--- src/rtl/ysyx_22050243_trap_ctrl.sv ---
// ysyx_22050243_trap_ctrl
// Trap controller at the write-back stage. It detects ecall/ebreak/mret and
// qualified machine interrupts (MEI/MSI/MTI) and picks one by fixed priority.
// It then runs a flush handshake with the pipeline, issues a one-cycle CSR
// write strobe, and finally issues a one-cycle PC redirect.
//
// Ports:
//   clk_i, rst_i              clock, synchronous active-high reset
//   wb_valid_i, wb_inst_i     WB stage valid flag and instruction
//   wb_pc_i, wb_next_pc_i     PC of the WB instruction and of its successor
//   irq_msip_i/mtip_i/meip_i  level interrupt pending lines
//   mstatus_i, mie_i,
//   mtvec_i, mepc_i           current CSR values, sampled at the event cycle
//   flush_ack_i               pipeline reports flush complete
//   trap_stall_o              hold WB so the instruction does not retire
//   flush_req_o               request pipeline flush
//   csr_we_o                  one-cycle CSR write strobe
//   mepc_wdata_o,
//   mcause_wdata_o,
//   mstatus_wdata_o           CSR write data, valid with csr_we_o
//   is_mret_o                 with csr_we_o: only mstatus is written
//   redirect_valid_o          one-cycle redirect strobe
//   redirect_pc_o             redirect target
//   busy_o                    sequence in progress (FSM not idle)
//
// state    | meaning
// ---------+----------------------------------------------------------
// IDLE     | watching WB for an event; the event is latched on entry
// FLUSH    | flush_req held high until flush_ack_i
// COMMIT   | single-cycle CSR write strobe
// REDIRECT | single-cycle PC redirect strobe, then back to IDLE

module ysyx_22050243_trap_ctrl #(
    parameter int XLEN        = 64,
    parameter int INST_WIDTH  = 32,
    parameter int ECALL_CODE  = 11,
    parameter int EBREAK_CODE = 3
) (
    input  logic                  clk_i,
    input  logic                  rst_i,
    input  logic                  wb_valid_i,
    input  logic [INST_WIDTH-1:0] wb_inst_i,
    input  logic [XLEN-1:0]       wb_pc_i,
    input  logic [XLEN-1:0]       wb_next_pc_i,
    input  logic                  irq_msip_i,
    input  logic                  irq_mtip_i,
    input  logic                  irq_meip_i,
    input  logic [XLEN-1:0]       mstatus_i,
    input  logic [XLEN-1:0]       mie_i,
    input  logic [XLEN-1:0]       mtvec_i,
    input  logic [XLEN-1:0]       mepc_i,
    input  logic                  flush_ack_i,
    output logic                  trap_stall_o,
    output logic                  flush_req_o,
    output logic                  csr_we_o,
    output logic [XLEN-1:0]       mepc_wdata_o,
    output logic [XLEN-1:0]       mcause_wdata_o,
    output logic [XLEN-1:0]       mstatus_wdata_o,
    output logic                  is_mret_o,
    output logic                  redirect_valid_o,
    output logic [XLEN-1:0]       redirect_pc_o,
    output logic                  busy_o
);

    localparam logic [1:0] S_IDLE     = 2'd0;
    localparam logic [1:0] S_FLUSH    = 2'd1;
    localparam logic [1:0] S_COMMIT   = 2'd2;
    localparam logic [1:0] S_REDIRECT = 2'd3;

    localparam logic [XLEN-1:0] CODE_ECALL  = XLEN'(ECALL_CODE);
    localparam logic [XLEN-1:0] CODE_EBREAK = XLEN'(EBREAK_CODE);
    localparam logic [XLEN-1:0] CODE_MEI    = XLEN'(11);
    localparam logic [XLEN-1:0] CODE_MSI    = XLEN'(3);
    localparam logic [XLEN-1:0] CODE_MTI    = XLEN'(7);

    logic [1:0]      state_q, state_d;
    logic            mret_q, mret_d;
    logic [XLEN-1:0] mepc_q, mepc_d;
    logic [XLEN-1:0] mcause_q, mcause_d;
    logic [XLEN-1:0] mstatus_q, mstatus_d;
    logic [XLEN-1:0] tgt_q, tgt_d;

    // Instruction decode
    logic is_system, is_ecall, is_ebreak, is_mret_inst, is_exc;
    assign is_system    = wb_valid_i && (wb_inst_i[6:0] == 7'b1110011)
                          && (wb_inst_i[14:12] == 3'b000);
    assign is_ecall     = is_system && (wb_inst_i[31:20] == 12'h000);
    assign is_ebreak    = is_system && (wb_inst_i[31:20] == 12'h001);
    assign is_mret_inst = is_system && (wb_inst_i[31:20] == 12'h302);
    assign is_exc       = is_ecall || is_ebreak;

    // Interrupts ride on a valid, non-system-trap instruction so that
    // mepc (= wb_next_pc) always points at a real successor.
    logic mei_q_ok, msi_q_ok, mti_q_ok, irq_take, event_any;
    assign mei_q_ok  = irq_meip_i && mie_i[11] && mstatus_i[3];
    assign msi_q_ok  = irq_msip_i && mie_i[3]  && mstatus_i[3];
    assign mti_q_ok  = irq_mtip_i && mie_i[7]  && mstatus_i[3];
    assign irq_take  = wb_valid_i && !is_exc && !is_mret_inst
                       && (mei_q_ok || msi_q_ok || mti_q_ok);
    assign event_any = is_exc || is_mret_inst || irq_take;

    logic unused_bits;
    assign unused_bits = ^{wb_inst_i[19:15], wb_inst_i[11:7],
                           mie_i[XLEN-1:12], mie_i[10:8], mie_i[6:4], mie_i[2:0]};

    logic [XLEN-1:0] code, base, trap_ms, ret_ms;

    always_comb begin
        code = CODE_MTI;
        if (is_ecall)       code = CODE_ECALL;
        else if (is_ebreak) code = CODE_EBREAK;
        else if (mei_q_ok)  code = CODE_MEI;
        else if (msi_q_ok)  code = CODE_MSI;

        base = {mtvec_i[XLEN-1:2], 2'b00};

        trap_ms        = mstatus_i;
        trap_ms[7]     = mstatus_i[3];
        trap_ms[3]     = 1'b0;
        trap_ms[12:11] = 2'b11;

        ret_ms         = mstatus_i;
        ret_ms[3]      = mstatus_i[7];
        ret_ms[7]      = 1'b1;
        ret_ms[12:11]  = 2'b11;
    end

    always_comb begin
        state_d   = state_q;
        mret_d    = mret_q;
        mepc_d    = mepc_q;
        mcause_d  = mcause_q;
        mstatus_d = mstatus_q;
        tgt_d     = tgt_q;
        case (state_q)
            S_IDLE: begin
                if (event_any) begin
                    state_d = S_FLUSH;
                    if (is_exc) begin
                        mret_d    = 1'b0;
                        mepc_d    = wb_pc_i;
                        mcause_d  = code;
                        mstatus_d = trap_ms;
                        tgt_d     = base;
                    end else if (is_mret_inst) begin
                        mret_d    = 1'b1;
                        mepc_d    = '0;
                        mcause_d  = '0;
                        mstatus_d = ret_ms;
                        tgt_d     = mepc_i;
                    end else begin
                        mret_d    = 1'b0;
                        mepc_d    = wb_next_pc_i;
                        mcause_d  = {1'b1, code[XLEN-2:0]};
                        mstatus_d = trap_ms;
                        // vectored mode offsets interrupts only; wraps mod 2^XLEN
                        tgt_d     = (mtvec_i[1:0] == 2'b01)
                                    ? base + {code[XLEN-3:0], 2'b00} : base;
                    end
                end
            end
            S_FLUSH:    if (flush_ack_i) state_d = S_COMMIT;
            S_COMMIT:   state_d = S_REDIRECT;
            S_REDIRECT: state_d = S_IDLE;
            default:    state_d = S_IDLE;
        endcase
    end

    always_ff @(posedge clk_i) begin
        if (rst_i) begin
            state_q   <= S_IDLE;
            mret_q    <= 1'b0;
            mepc_q    <= '0;
            mcause_q  <= '0;
            mstatus_q <= '0;
            tgt_q     <= '0;
        end else begin
            state_q   <= state_d;
            mret_q    <= mret_d;
            mepc_q    <= mepc_d;
            mcause_q  <= mcause_d;
            mstatus_q <= mstatus_d;
            tgt_q     <= tgt_d;
        end
    end

    assign busy_o           = (state_q != S_IDLE);
    assign flush_req_o      = (state_q == S_FLUSH);
    assign csr_we_o         = (state_q == S_COMMIT);
    assign is_mret_o        = (state_q == S_COMMIT) && mret_q;
    assign redirect_valid_o = (state_q == S_REDIRECT);
    // stall starts combinationally in the event cycle so WB never retires it
    assign trap_stall_o     = ((state_q == S_IDLE) && event_any)
                              || (state_q == S_FLUSH) || (state_q == S_COMMIT);
    assign mepc_wdata_o     = mepc_q;
    assign mcause_wdata_o   = mcause_q;
    assign mstatus_wdata_o  = mstatus_q;
    assign redirect_pc_o    = tgt_q;

endmodule
--- config.mk ---
export PLATFORM = sky130hd
export DESIGN_NAME = ysyx_22050243_trap_ctrl
export DESIGN_NICKNAME = d
export VERILOG_FILES = /design/src/rtl/ysyx_22050243_trap_ctrl.sv
export SDC_FILE = /design/constraint.sdc
export NUM_CORES = 1
export LEC_CHECK = 0
export BUFFER_PORTS_ARGS = -buffer_cell sky130_fd_sc_hd__clkbuf_2
export CORE_AREA = 2 2 270 272
export DETAILED_ROUTE_END_ITERATION = 10
export DIE_AREA = 0 0 272 274
export HOLD_SLACK_MARGIN = 0.06
export PLACE_DENSITY = 0.43
export SLEW_MARGIN = 15
export SYNTH_ARGS = -nofsm -noshare
export SYNTH_HDL_FRONTEND = slang
export SYNTH_SLANG_ARGS = --single-unit
--- constraint.sdc ---
create_clock -name clk_i -period 5.59 [get_ports clk_i]
set_input_delay 1.677 -clock clk_i [delete_from_list [all_inputs] [get_ports clk_i]]
set_output_delay 1.677 -clock clk_i [all_outputs]
set_load 0.01 [all_outputs]
==> out/metrics.csv, run 1 <==
metric;value;unit
number of global-route vias before repair;11100;
layout cells sized above 1;0.351;
PD cells;288;nW/um^2
Top FF cell, synth;dfxtp_1;
Seq cells post-synth;198;
first drt pass iteration count;6;
Starting Density;0.142;
Comb power frac;0.271;
top cell type by total area after synthesis;dfxtp_1;
Crit Path Category;input port to register;
GPL Wtd Cong;0.815;
CP required;5.92;ns
Slew headroom;0.305;
DP Worst Slack;0.176;ns
Syn Area/Cell;7.90;sq um
post-synth top area share;0.387;
post-synthesis sequential area ratio;0.387;
Remaining DRCs;0;
commonest cells in the synthesized netlist;198 x dfxtp_1, 178 x nand2_1, 129 x nor2_1, 96 x nor3_1, 94 x a21oi_1;
setup TNS;0;ns
Tightest Pin Transition;1.04;ns
Cell Area, Synth;10200;sq um
hold violation count in the final report;0;
Die Y;274;microns
total area of sequential cells;3960;sq um
HPWL Detailed;39000;microns
clock skew;0.0103;ns
area of the multi-input gates;5580;sq um
switching power;1.49;mW
GR Util All Layers;0.129;
clk slew on worst S/H paths;0.08;ns
fin nets;2222;
Worst R2R Path Depth;9;
Area Growth Syn to Fin;41.8;%
post-cts resize count;0;
Post-Synthesis Cells;1296;
Sw Ratio;0.357;
number of synthesized flops with an enable pin;0;
worst-path maximum fanout;4;
Slew Viols, Final;0;
Hold Path Cell Cnt;2;
clock share of power;0.324;
chip width;272;microns
asr flop ratio synth;0;
routed via count;11700;
Avg Vias per Cell;4.22;
hold buffers post-CTS;0;
Final min period;4.91;ns
cts bufs inserted;17;
clock tree sinks;198;
total global routing overflow;0;
Leak;6.00;nW
final setup margin;0.681;ns
layout filler cell count;8232;
Avg WL per Cell;18.2;microns
CP Cell Sequence;clkbuf_2, nor4_1, buf_4, nand2_1, nor3_2, nor2_1, ha_1, o21ai_0, a211o_1, or4b_2, nor3_1, buf_4, xnor2_1, o32ai_1;
final setup fails;0;
final period utilization;0.878;
# H-tree levels;4;
first-pass GRT wire length;71500;microns
Flop pwr share;0.405;
Arr. time, crit path;5.24;ns
Cell Rows;99;
maximum clock path buffer count;2;
most used cell, CP;buf_4;
Root Driver;clkbuf_16;
Post-CTS Setup Bufs;0;
IO buf count;552;
Slowest cell on crit path;or4b_2;
Synthesis Warnings;0;
WL final;50300;microns
total core area;72000;sq um
CP Capture Type;register;
initial DRC count;611;
most area-consuming cells after synthesis;dfxtp_1 39%, nand2_1 6.5%, a221oi_1 6.3%;
max incr delay on CP;0.69;ns
MaxCap Viol Count;0;
initial antenna violation count;8;
Hold Path Class;register to register;
RSZ-0062 raised after global routing;false;
Max Fclk;204;MHz
largest net degree at the start of global routing;194;
clk_lat worst skew;0.48;ns
crit start category;input port;
Distinct cells, synth;64;
CTS tree;done;
antenna-violating nets left;0;
outcome;completed;
Internal Power;2.68;mW
worst vdd ir;0.121;mV
I/O pins;685;
die area;74500;sq um
most frequent cell after synthesis;dfxtp_1;
## layer usage
layer | global-route usage | part of all wire | vias up
met5 | 0 | 0.0011 | -
met4 | 0.0402 | 0.019 | 8
met2 | 0.201 | 0.46 | 465
li1 | - | - | 5586
met3 | 0.0413 | 0.077 | 45
met1 | 0.168 | 0.45 | 5572
## logic make-up (layout without fill, tap and decap cells)
logic type / count (synthesis) / count (layout) / share of synthesized area
buffers and inverters: 186 / 636 / 0.0934
AOI/OAI and AO/OA: 328 / 328 / 0.225
other: 1 / 61 / 0.000366
muxes: 4 / 4 / 0.00391
and+or+nand+nor: 523 / 523 / 0.240
DFF: 198 / 198 / 0.387
adders and majority gates: 8 / 8 / 0.00978
xor gates and xnor gates: 48 / 48 / 0.0411
## power by group through the flow
stage               clock [mW]  sequential [mW]  combinational, mW
CTS                       1.43             1.69               1.16
global route              1.48             1.71               1.25
global placement             0             1.72               1.14
floorplan                    0             1.79              0.552
finish                    1.35             1.69               1.13
detailed placement           0             1.72               1.15
## sequential cells by signal (all words and copies together), names as in the netlist
signal / cells
mepc_wdata_o: 64
mret_q: 1
state_q: 2
redirect_pc_o: 64
mstatus_wdata_o: 63
mcause_wdata_o: 4
## worst max-delay path: cells and delay by family
kind,cells,cell delay [ns]
AOI/OAI and AO/OA,3,0.80
and+or+nand+nor,6,1.86
adders and majority gates,1,0.34
buffers and inverters,3,0.44
xor gates and xnor gates,1,0.11
## cells in the final DEF, fill, tap and decap left out, types with 11 or more instances in the layout
cell	count
a221o_1	27
nand4_1	23
buf_4	28
nor4_1	11
nand2_1	178
clkbuf_16	17
inv_1	18
nor3_1	93
a211oi_1	13
o2bb2ai_1	12
nand3_1	18
conb_1	59
xor2_1	13
nor2_1	128
dfxtp_1	198
xnor2_1	35
a221oi_1	74
a21oi_1	94
o22ai_1	25
clkbuf_2	551
o21ai_0	40
## final timing paths
path	from	end	slack, ns
setup reg to reg	state_q[1]$_SDFFE_PP0P_	redirect_pc_o[16]$_SDFFE_PP0P_	2.36
setup / recovery	wb_inst_i[27]	redirect_pc_o[27]$_SDFFE_PP0P_	0.68
hold / removal	mstatus_wdata_o[17]$_SDFFE_PP0P_	mstatus_wdata_o[17]$_SDFFE_PP0P_	0.45
hold reg to reg	mstatus_wdata_o[17]$_SDFFE_PP0P_	mstatus_wdata_o[17]$_SDFFE_PP0P_	0.45
## through the flow
step                      total power [mW]  instance area [sq um]  instances   util  hold slack, ns
after floorplan                       2.34                  10500       1354      -           0.432
after global placement                2.86                  13900       2731  0.193           0.438
after detailed placement              2.87                  13900       2731  0.193           0.445
after CTS                             4.27                  14500       2763  0.202           0.456
after global routing                  4.44                  14500       2764  0.202           0.468
final                                 4.17                  14500       2765  0.202           0.453
## layout make-up
cell class | instances | share of cell area
inverters | 18 | 0.00465
well taps | 959 | 0.0827
clock inverters | 15 | 0.0123
flip-flops and latches | 198 | 0.273
diodes | 2 | 0.000345
repair buffers | 586 | 0.214
multi-input cells | 970 | 0.384
clock buffers | 17 | 0.0293
Power figures use the tool's default switching activity.
==> inputs of run 2 (changes only) <==
CORE_AREA = 2 2 267 269   (was 2 2 270 272)
DIE_AREA = 0 0 269 271   (was 0 0 272 274)
PLACE_DENSITY = 0.44   (was 0.43)
TNS_END_PERCENT = 5   (was not set)
==> run 2 against run 1 <==
  * Final area rose by 0.23%
  * Clock power barely moved
  * Global-route usage rose by 0.52 points
  * Register-to-register slack improved by 0.07 ns
  * Critical endpoint is now redirect_pc_o[39]$_SDFFE_PP0P_
==> out/metrics.csv, run 2 (same netlist as run 1, synthesis figures left out) <==
metric;value;unit;change
fin nets;2225;;+0.14%
Avg Vias per Cell;4.26;;+0.93%
maximum clock path buffer count;2;;unchanged
IO buf count;552;;unchanged
GPL Wtd Cong;0.850;;+4.3%
first-pass GRT wire length;72800;microns;+1.7%
first drt pass iteration count;5;;-1
Arr. time, crit path;5.22;ns;-0.02 ns
post-cts resize count;0;;unchanged
Flop pwr share;0.402;;-0.003
most common cell after layout, fill and taps aside;clkbuf_2;;
placed insts;2715;;-0.59%
most frequent cells in the layout;551 x clkbuf_2, 198 x dfxtp_1, 178 x nand2_1;;
max incr delay on CP;0.78;ns;+0.09 ns
number of global-route vias before repair;11300;;+1.9%
Hold Path Cell Cnt;2;;unchanged
Root Driver;clkbuf_16;;
Starting Density;0.147;;+0.00445
Leak;6.03;nW;+0.52%
CP Cell Sequence;clkbuf_2, nor4b_1, nand4_1, nor3_2, mux2i_1, ha_1, a21oi_1, a211o_1, or4_1, nor3_1, xnor2_1, o22ai_1;;
Comb power frac;0.270;;about the same
GR Util All Layers;0.134;;+0.00518
initial DRC count;727;;+19%
HPWL Detailed;39600;microns;+1.6%
non-filler instance count after layout;2749;;-0.58%
clock skew;0.0136;ns;+0.00333 ns
Slew headroom;0.321;;+0.0153
MaxCap Viol Count;0;;unchanged
Post-CTS Setup Bufs;0;;unchanged
setup TNS;0;ns;unchanged
chip width;269;microns;-1.1%
clock tree sinks;198;;unchanged
clock share of power;0.328;;+0.004
crit start category;input port;;
WL final;50800;microns;+1.0%
Sw Ratio;0.350;;-0.00700
final setup fails;0;;unchanged
Tightest Pin Transition;1.02;ns;-0.0229 ns
final period utilization;0.869;;-0.00901
worst-path maximum fanout;7;;+3
area of the multi-input gates;5580;sq um;unchanged
Internal Power;2.73;mW;+1.7%
Power, Total;4.20;mW;+0.64%
total global routing overflow;0;;unchanged
switching power;1.47;mW;-1.3%
layout cells sized above 1;0.353;;+0.00108
total area of sequential cells;3960;sq um;unchanged
CP required;5.95;ns;+0.03 ns
PD cells;289;nW/um^2;+0.41%
largest net degree at the start of global routing;194;;unchanged
hold slack final;0.452;ns;-0.000717 ns
Slowest cell on crit path;or4_1;;
Avg WL per Cell;18.5;microns;+1.6%
total core area;69800;sq um;-3.0%
CTS tree;done;;
final core occ;0.208;;+0.00679
Area Growth Syn to Fin;42.1;%;
Worst R2R Path Depth;8;;-1
Slew Viols, Final;0;;unchanged
antenna-violating nets left;0;;unchanged
hold violation count in the final report;0;;unchanged
hold buffers post-CTS;0;;unchanged
Remaining DRCs;0;;unchanged
layout filler cell count;7944;;-3.5%
outcome;completed;;
clk slew on worst S/H paths;0.08;ns;about the same
routed via count;11700;;+0.34%
initial antenna violation count;7;;-1
I/O pins;685;;unchanged
# H-tree levels;4;;unchanged
die area;72900;sq um;-2.2%
Final min period;4.86;ns;-0.0504 ns
Die Y;271;microns;-1.1%
RSZ-0062 raised after global routing;false;;
Crit Path Category;input port to register;;
clk_lat worst skew;0.49;ns;about the same
CP Capture Type;register;;
Hold Path Class;register to register;;
worst vdd ir;0.176;mV;+45%
Max Fclk;206;MHz;+1.0%
cts bufs inserted;17;;unchanged
Cell Rows;97;;-2.0%
[run 2: metal layers]
metal	GRT usage	share of wire	vias to the layer above
met5	0	0.00092	-
met1	0.172	0.44	5612
met3	0.0325	0.063	56
li1	-	-	5595
met4	0.0431	0.018	8
met2	0.219	0.48	445
[run 2: metrics by stage]
step / area [sq um] / worst slack, ns
2_1_floorplan: 10500 / 0.428
3_3_place_gp: 13900 / 0.101
3_5_place_dp: 13900 / 0.124
4_1_cts: 14500 / 0.669
5_1_grt: 14500 / 0.597
6_report: 14500 / 0.732
[run 2: final cells by class]
class,instances,share of cell area
multi-input cells,970,0.383
flip-flops and latches,198,0.272
repair buffers,589,0.215
well taps,940,0.0808
clock buffers,17,0.0292
clock inverters,15,0.0147
inverters,18,0.00464
diodes,2,0.000344
[run 2: final timing paths]
| kind | from | to | slack, ns |
|---|---|---|---|
| worst max-delay path | wb_inst_i[13] | redirect_pc_o[39]$_SDFFE_PP0P_ | 0.73 |
| worst min-delay path | mstatus_wdata_o[25]$_SDFFE_PP0P_ | mstatus_wdata_o[25]$_SDFFE_PP0P_ | 0.45 |
| worst max register to register | state_q[0]$_SDFFE_PP0P_ | redirect_pc_o[10]$_SDFFE_PP0P_ | 2.43 |
| worst min register to register | mstatus_wdata_o[25]$_SDFFE_PP0P_ | mstatus_wdata_o[25]$_SDFFE_PP0P_ | 0.45 |
[run 2: power by group through the flow]
stage	Combinational, mW	Clock (mW)	Sequential, mW
after floorplan	0.552	0	1.79
after global placement	1.14	0	1.72
after detailed placement	1.16	0	1.72
after CTS	1.16	1.44	1.69
after global routing	1.26	1.50	1.71
final	1.14	1.38	1.69
[run 2: critical path: cells and delay by family]
family                     cells  cell delay (ns)
and+or+nand+nor                5             2.00
buffers and inverters          1             0.08
adders and majority gates      1             0.30
muxes                          1             0.35
AOI/OAI and AO/OA              3             0.64
xor gates and xnor gates       1             0.16
